### src/rtl/mips_mc_control.sv
// Multi-cycle MIPS main control FSM with a mem_ready handshake watchdog.
// Optional ILLEGAL_TRAP_EN: illegal opcodes trap to the exception vector and pulse illegal_op.
module mips_mc_control #(
  parameter int TIMEOUT_CYCLES = 255,
  parameter int TO_W           = 8
) (
  input  logic       clk,
  input  logic       rst_n,
  input  logic [5:0] opcode,
  input  logic [5:0] funct,
  input  logic       mem_ready,
  output logic       pc_write,
  output logic       pc_write_cond,
  output logic       iord,
  output logic       mem_read,
  output logic       mem_write,
  output logic       ir_write,
  output logic       reg_dst,
  output logic       mem_to_reg,
  output logic       reg_write,
  output logic       alu_src_a,
  output logic [1:0] alu_src_b,
  output logic [1:0] pc_source,
  output logic [1:0] alu_op,
  output logic [5:0] alu_funct,
  output logic       mem_timeout,
`ifdef ILLEGAL_TRAP_EN
  output logic       illegal_op,
`endif
  output logic [3:0] state_dbg
);

  typedef enum logic [3:0] {
    FETCH    = 4'd0,  DECODE  = 4'd1,  MEMADR  = 4'd2,  MEMRD = 4'd3,
    MEMWB    = 4'd4,  MEMWR   = 4'd5,  RTYPE_EX = 4'd6, RTYPE_WB = 4'd7,
    BEQ_EX   = 4'd8,  JUMP    = 4'd9,  ADDI_EX = 4'd10, LOGI_EX = 4'd11,
    IWB      = 4'd12, ILLEGAL = 4'd13
  } state_t;

  localparam logic [5:0] OP_R    = 6'b000000;
  localparam logic [5:0] OP_LW   = 6'b100011;
  localparam logic [5:0] OP_SW   = 6'b101011;
  localparam logic [5:0] OP_BEQ  = 6'b000100;
  localparam logic [5:0] OP_J    = 6'b000010;
  localparam logic [5:0] OP_ADDI = 6'b001000;
  localparam logic [5:0] OP_ANDI = 6'b001100;
  localparam logic [5:0] OP_ORI  = 6'b001101;
  localparam logic [5:0] OP_XORI = 6'b001110;
  localparam logic [5:0] OP_SLTI = 6'b001010;

  localparam logic [TO_W-1:0] TO_LIM = TO_W'(TIMEOUT_CYCLES);
  localparam bit              WD_EN  = (TIMEOUT_CYCLES != 0);

  state_t            state, state_next;
  logic [TO_W-1:0]   cnt, cnt_next, cnt_inc;
  logic              timeout_reg, timeout_set, wait_st;

  always_comb begin
    state_next  = state;
    timeout_set = 1'b0;
    cnt_next    = '0;
    cnt_inc     = cnt + 1'b1;
    wait_st     = (state == FETCH) || (state == MEMRD) || (state == MEMWR);
    case (state)
      FETCH:   if (mem_ready) state_next = DECODE;
      DECODE: begin
        case (opcode)
          OP_LW, OP_SW:                       state_next = MEMADR;
          OP_R:                               state_next = RTYPE_EX;
          OP_BEQ:                             state_next = BEQ_EX;
          OP_J:                               state_next = JUMP;
          OP_ADDI:                            state_next = ADDI_EX;
          OP_ANDI, OP_ORI, OP_XORI, OP_SLTI:  state_next = LOGI_EX;
          default:                            state_next = ILLEGAL;
        endcase
      end
      MEMADR:   state_next = (opcode == OP_LW) ? MEMRD :
                             (opcode == OP_SW) ? MEMWR : FETCH;
      MEMRD:    if (mem_ready) state_next = MEMWB;
      MEMWR:    if (mem_ready) state_next = FETCH;
      RTYPE_EX: state_next = RTYPE_WB;
      ADDI_EX,
      LOGI_EX:  state_next = IWB;
      default:  state_next = FETCH;
    endcase
    // Counter only runs while stalled in a wait state; any other cycle (including entry) clears it.
    if (wait_st && !mem_ready) begin
      if (WD_EN && (cnt_inc == TO_LIM)) begin
        timeout_set = 1'b1;
        state_next  = FETCH;
      end else begin
        cnt_next = cnt_inc;
      end
    end
  end

  always_ff @(posedge clk or negedge rst_n) begin
    if (!rst_n) begin
      state       <= FETCH;
      cnt         <= '0;
      timeout_reg <= 1'b0;
    end else begin
      state <= state_next;
      cnt   <= cnt_next;
      if (timeout_set) timeout_reg <= 1'b1;
    end
  end

  assign mem_timeout = timeout_reg;
  assign state_dbg   = state;

  always_comb begin
    pc_write = 1'b0; pc_write_cond = 1'b0; iord = 1'b0; mem_read = 1'b0;
    mem_write = 1'b0; ir_write = 1'b0; reg_dst = 1'b0; mem_to_reg = 1'b0;
    reg_write = 1'b0; alu_src_a = 1'b0; alu_src_b = 2'b00; pc_source = 2'b00;
    alu_op = 2'b00; alu_funct = funct;
`ifdef ILLEGAL_TRAP_EN
    illegal_op = 1'b0;
`endif
    case (state)
      FETCH:    begin mem_read = 1'b1; alu_src_b = 2'b01; ir_write = mem_ready; pc_write = mem_ready; end
      DECODE:   alu_src_b = 2'b11;
      MEMADR:   begin alu_src_a = 1'b1; alu_src_b = 2'b10; end
      MEMRD:    begin mem_read = 1'b1; iord = 1'b1; end
      MEMWB:    begin reg_write = 1'b1; mem_to_reg = 1'b1; end
      MEMWR:    begin mem_write = 1'b1; iord = 1'b1; end
      RTYPE_EX: begin alu_src_a = 1'b1; alu_op = 2'b10; end
      RTYPE_WB: begin reg_write = 1'b1; reg_dst = 1'b1; end
      BEQ_EX:   begin alu_src_a = 1'b1; alu_op = 2'b01; pc_write_cond = 1'b1; pc_source = 2'b01; end
      JUMP:     begin pc_write = 1'b1; pc_source = 2'b10; end
      ADDI_EX:  begin alu_src_a = 1'b1; alu_src_b = 2'b10; end
      LOGI_EX:  begin alu_src_a = 1'b1; alu_src_b = 2'b10; alu_op = 2'b11; alu_funct = {2'b00, opcode[3:0]}; end
      IWB:      reg_write = 1'b1;
      ILLEGAL: begin
`ifdef ILLEGAL_TRAP_EN
        pc_write = 1'b1; pc_source = 2'b11; illegal_op = 1'b1;
`endif
      end
      default: ;
    endcase
    // Nothing may be requested of the datapath while reset is held.
    if (!rst_n) begin
      pc_write = 1'b0; pc_write_cond = 1'b0; iord = 1'b0; mem_read = 1'b0;
      mem_write = 1'b0; ir_write = 1'b0; reg_dst = 1'b0; mem_to_reg = 1'b0;
      reg_write = 1'b0; alu_src_a = 1'b0; alu_src_b = 2'b00; pc_source = 2'b00;
      alu_op = 2'b00; alu_funct = 6'b000000;
`ifdef ILLEGAL_TRAP_EN
      illegal_op = 1'b0;
`endif
    end
  end

endmodule

### config.mk
export PLATFORM = sky130hd
export DESIGN_NAME = mips_mc_control
export DESIGN_NICKNAME = d
export VERILOG_FILES = /design/src/rtl/mips_mc_control.sv
export SDC_FILE = /design/constraint.sdc
export NUM_CORES = 1
export LEC_CHECK = 0
export BUFFER_PORTS_ARGS = -buffer_cell sky130_fd_sc_hd__buf_2
export CAP_MARGIN = 10
export CORE_MARGIN = 3
export CORE_UTILIZATION = 45
export CTS_BUF_LIST = sky130_fd_sc_hd__clkbuf_8
export DETAILED_ROUTE_END_ITERATION = 16
export PLACE_DENSITY = 0.84
export SYNTH_ARGS = -nofsm -noshare
export SYNTH_HDL_FRONTEND = slang
export SYNTH_SLANG_ARGS = --single-unit
### constraint.sdc
create_clock -name clk -period 1.8 [get_ports clk]
set_input_delay 0.54 -clock clk [delete_from_list [all_inputs] [get_ports clk]]
set_output_delay 0.54 -clock clk [all_outputs]
set_load 0.1 [all_outputs]
==> results by group, run 1 <==
Status
  – Error: [ERROR DPL-0038] Utilization greater than 100%, impossible to legalize
  – Status: aborted with a tool error
  – Failed at: 4_1_cts

Logic synthesis
  – Synth Area in Compound Gates: a little under a fifth
  – Post-synth EDFFs: 0
  – FFs w/ async S/R, synth: 100%
  – Cell count after synthesis: ~160
  – Synth Area in XOR/XNOR: ~5.8%
  – Mux cell area share after synthesis: about 2.5%
  – Syn. warnings: 0
  – Largest family of logic cells by synthesized area: simple AND/OR/NAND/NOR gates
  – Post-synth cell types: 41
  – Post-Syn Nets: 176
  – Post-Synthesis Mean Instance Area: around 7.6 sq um
  – Post-synthesis simple-gate area fraction: between 30% and 40%
  – Flops & latches, synth: 13
  – Sequential area share after synthesis: a little over a quarter
  – Synthesized area: roughly 1200 sq um
  – Adder-Cell Fraction of Synth Area: slightly above 2%
  – Predominant post-synthesis flop cell: dfrtp_1

Clock network
  – CTS Sinks: 13
  – PostCTS Resize Cnt: 26
  – CTS root buf: clkbuf_8
  – Clock Tree Buf Depth: 2
  – Setup Fix Bufs, Post-CTS: 8
  – Post-cts hold buffer count: 0
  – Htree depth: 1
  – CTS Buf Count: 3

Floorplan
  – Die Width: 57.9 microns
  – IO Pins: 42
  – Die Y: 57.9 microns
  – Initial Util: 48.1%
  – Cell row count: 18

Placement
  – IO buf count: between 40 and 50
  – DP HPWL: 4400 microns
  – GPL Wtd Cong: between 0.8 and 0.9
==> logic make-up after synthesis <==
kind of cell / Yosys count
AND/OR/NAND/NOR: 85
adder cells (fa/ha/maj): 2
XOR/XNOR: 8
flip-flops: 13
AO/OA/AOI/OAI: 34
buffers and inverters: 14
multiplexers: 3
==> synthesized netlist by cell type, types with 2 or more instances <==
master,number,share of area [%]
a211oi_1,2,1.2
a21boi_0,2,1.2
a21o_1,2,1.2
inv_1,5,1.5
nor3b_1,2,1.2
nor3_1,7,2.9
clkbuf_1,5,1.5
nor2b_1,8,4.1
nand2_1,11,3.4
mux2i_1,3,2.5
nand2b_1,6,3.1
a21oi_1,10,4.1
buf_2,2,0.82
xor2_1,4,2.9
nor4_1,4,2.1
or3_1,2,1.0
nor2_1,20,6.2
dfrtp_1,13,27
a211o_1,2,1.4
a31oi_1,2,1.0
nand3_1,7,2.9
xnor2_1,4,2.9
ha_1,2,2.1
o21ai_0,7,2.9
and3_1,9,4.6
or2_2,3,1.5
==> per-stage QoR <==
| stage | hold slack (ns) | cell area [sq um] | worst slack, ns | std cells |
|---|---|---|---|---|
| 3_3_place_gp | 0.447 | 2320 | -0.243 | 262 |
| 3_5_place_dp | 0.461 | 2320 | -0.340 | 262 |
| 2_1_floorplan | 0.244 | 1470 | -1.33 | 159 |
==> run 2, diff against run 1 <==
- CORE_UTILIZATION: 45 -> 30
- CTS_BUF_LIST: sky130_fd_sc_hd__clkbuf_8 -> not set
- PLACE_DENSITY: 0.84 -> not set
- PLACE_DENSITY_LB_ADDON: not set -> 0.15
- clock period: 1.8 -> 2.3 ns (I/O delays scaled with it)
==> run 2 against run 1 <==
Against the previous run:
- synthesized area unchanged
- synthesized cell count unchanged
- the run now ends clean
==> results by group, run 2 <==
STA
  – F_max: between 0.4 and 0.5 GHz
  – Worst-Margin Slew: between 0.4 and 0.5 ns
  – Hold Fails Final Rpt: 0
  – Unrepaired setup endpoints after global routing: yes
  – Hold slack final: roughly 0.46 ns
  – Final WS setup: ~0.017 ns
  – Rel. slew slack: about 67%
  – Fin. max-slew vios: 0
  – Final min period: 2.28 ns
  – Clock Skew: approximately 0.0028 ns
  – Final Cycle Share: between 90% and 100%
  – Final setup fails: 0

Worst setup path
  – Arrival time worst endpoint: ~1.6 ns
  – CP Buf/Inv Count: 3
  – CP endpoint kind: output pin
  – R2r startpoint: state_dbg[2]
  – Worst r2r dst: cnt[5]
  – Crit path top cell by count: buf_6
  – Top Family by Delay on Critical Path: flip-flops
  – FF-to-FF setup slack: 0.18 ns
  – Cells on worst reg2reg path: 7
  – Worst endpoint required time: ~1.6 ns
  – Critical path fanouts, max: 3
  – Worst path cell trace: nor2b_4, buf_6, o21ai_2, buf_6, a21boi_4, buf_12
  – CP Launch Type: register
  – CP Class: register to output pin
  – Crit path largest cell delay: 0.50 ns
  – Slowest cell on the critical path: dfrtp_4

Logic synthesis
  – Top-count cell post-synth: nor2_1
  – Synth area leaders: dfrtp_1, nor2_1, and3_1
  – Post-Synthesis Mean Instance Area: roughly 7.6 sq um
  – Post-synth cell types: 41
  – Predominant post-synthesis flop cell: dfrtp_1
  – Post-synth EDFFs: 0
  – Flops & latches, synth: 13
  – Cell count after synthesis: 159
  – Synthesized area: 1210 sq um
  – Syn. warnings: 0
  – Biggest area consumer among synthesized cells: dfrtp_1
  – Sequential area share after synthesis: a little over a quarter
  – Most common library cells after synthesis: nor2_1, dfrtp_1, nand2_1
  – FFs w/ async S/R, synth: 100%
  – Synth top area share: between 20% and 30%
  – Post-Syn Nets: between 150 and 200

Status
  – Status: completed

Cells and area
  – Largest register FFs: 8
  – Commonest non-fill, non-tap cell in the layout: buf_12
  – Fill cell count: 310
  – Multi-input gate area: between 1000 and 1500 sq um
  – Nets: between 200 and 250
  – Top reg by flops: cnt
  – Layout cells sized above 1: 53.4%
  – Commonest cells after routing, fill and taps aside: buf_12, buf_4, buf_2, nor2_1
  – Fin util: between 60 and 70%
  – Antenna cells: 0
  – Area delta synth->final: 88.7%
  – Storage cell area: ~340 sq um

Worst hold path
  – Hold path startpoint: mem_timeout
  – Hold Crit Class: register to register
  – Hold Crit Depth: 1
  – End point of the worst hold path: mem_timeout

Run
  – Max Cap Violations: 0

Floorplan
  – Initial Util: around a third
  – Die Y: around 70 microns
  – Die Width: just under 70 microns
  – Die area: just under 5000 sq um
  – Cell row count: 22
  – Floorplan core area: 3770 sq um
  – IO Pins: between 40 and 50

Placement
  – Pre-CTS setup slack: -0.0248 ns
  – DP HPWL: approximately 2800 microns
  – GPL Wtd Cong: 0.737
  – IO buf count: 41

Route
  – Vias per cell: 5.10
  – DR vias: about 1400
  – DRT iter0 DRCs: 47
  – Routed len/inst: ~13 microns
  – DRC viols: 0
  – Router iterations before antenna repair: 4
  – Final wirelength: between 3000 and 4000 microns
  – Antenna-violating nets left: 0

Power and ir drop
  – Pleak: about 0.001 uW
  – Peak supply drop: about 0.38 mV
  – Pwr per Cell Area: 1080 nW/um^2

Global route
  – First-pass GRT wire length: about 6000 microns
  – Largest net degree at the start of global routing: 14
  – Antenna violations before repair: 0
  – All-layer global routing usage: roughly 15%
  – Total gr overflow: 0
  – Vias in the first global route: roughly 1400

Clock network
  – CTS tree: yes
  – Clock slew at reported path FFs: 0.06 ns
  – CTS root buf: clkbuf_8
  – CTS Sinks: 13
  – Insertion delay to the later sink of the worst-skew pair: roughly 0.25 ns
  – Clock Tree Buf Depth: 2
  – Htree depth: 1
  – CTS Buf Count: 3
==> run 2: worst max path at each step <==
stage / startpoint / end / slack, ns / cells after the start
2_1_floorplan: state_dbg[2] / pc_write / -0.98 / 5
3_3_place_gp: rst_n / mem_to_reg / -0.02 / 5
3_5_place_dp: rst_n / mem_to_reg / -0.02 / 5
4_1_cts: state_dbg[2] / alu_src_a / -0.01 / 6
5_1_grt: state_dbg[2] / alu_funct[2] / -0.08 / 5
6_report: state_dbg[2] / alu_src_a / 0.02 / 6
==> run 2: what timing repair did <==
| item | in CTS | in global routing |
|---|---|---|
| setup buffers | 6 | 7 |
| hold buffers | 0 | 0 |
| resized for setup | 11 | 13 |
| endpoints found under the setup margin | 18 | 15 |
| endpoints found under the hold margin | 0 | 0 |
| pin swaps | 5 | 3 |
==> run 2: final cells by class <==
cell class                      count  area share (%)
Sequential cell                    13            14.9
Clock buffer                        3            1.80
Multi-Input combinational cell    132            46.3
Clock inverter                      1           0.219
Timing Repair Buffer               67            33.4
Tap cell                           48            2.62
Inverter                            5           0.820
==> run 2: logic make-up after synthesis <==
family	count (synthesis)	share of synthesized area, %
simple gates	85	38.6
compound gates	34	18.9
buf+inv	14	5.46
flops	13	26.8
xor+xnor	8	5.77
mux	3	2.47
fa+ha+maj	2	2.06
==> run 2: layer usage <==
| layer | track usage [%] | routed length, microns | up-vias |
|---|---|---|---|
| met5 | 0 | 0 | - |
| met4 | 3.25 | 15 | 0 |
| met3 | 2.61 | 161 | 2 |
| met2 | 26.1 | 1790 | 32 |
| met1 | 19.4 | 1600 | 654 |
| li1 | - | - | 685 |
==> run 2: where the power goes <==
| group | switching [uW] | internal, uW | total (uW) |
|---|---|---|---|
| sequential | 69.9 | 285 | 355 |
| combinational | 1190 | 715 | 1910 |
| clock | 87.0 | 120 | 207 |
==> run 2: per-stage QoR <==
stage          total power [uW]  setup TNS, ns  instances  area, sq um
2_1_floorplan              1620          -6.37        159         1460
3_3_place_gp               2050        -0.0152        252         2060
3_5_place_dp               2070        -0.0248        252         2060
4_1_cts                    2390        -0.0371        262         2200
5_1_grt                    2600         -0.584        269         2290
6_report                   2470              0        269         2290
(Power assumes the default switching activity.)
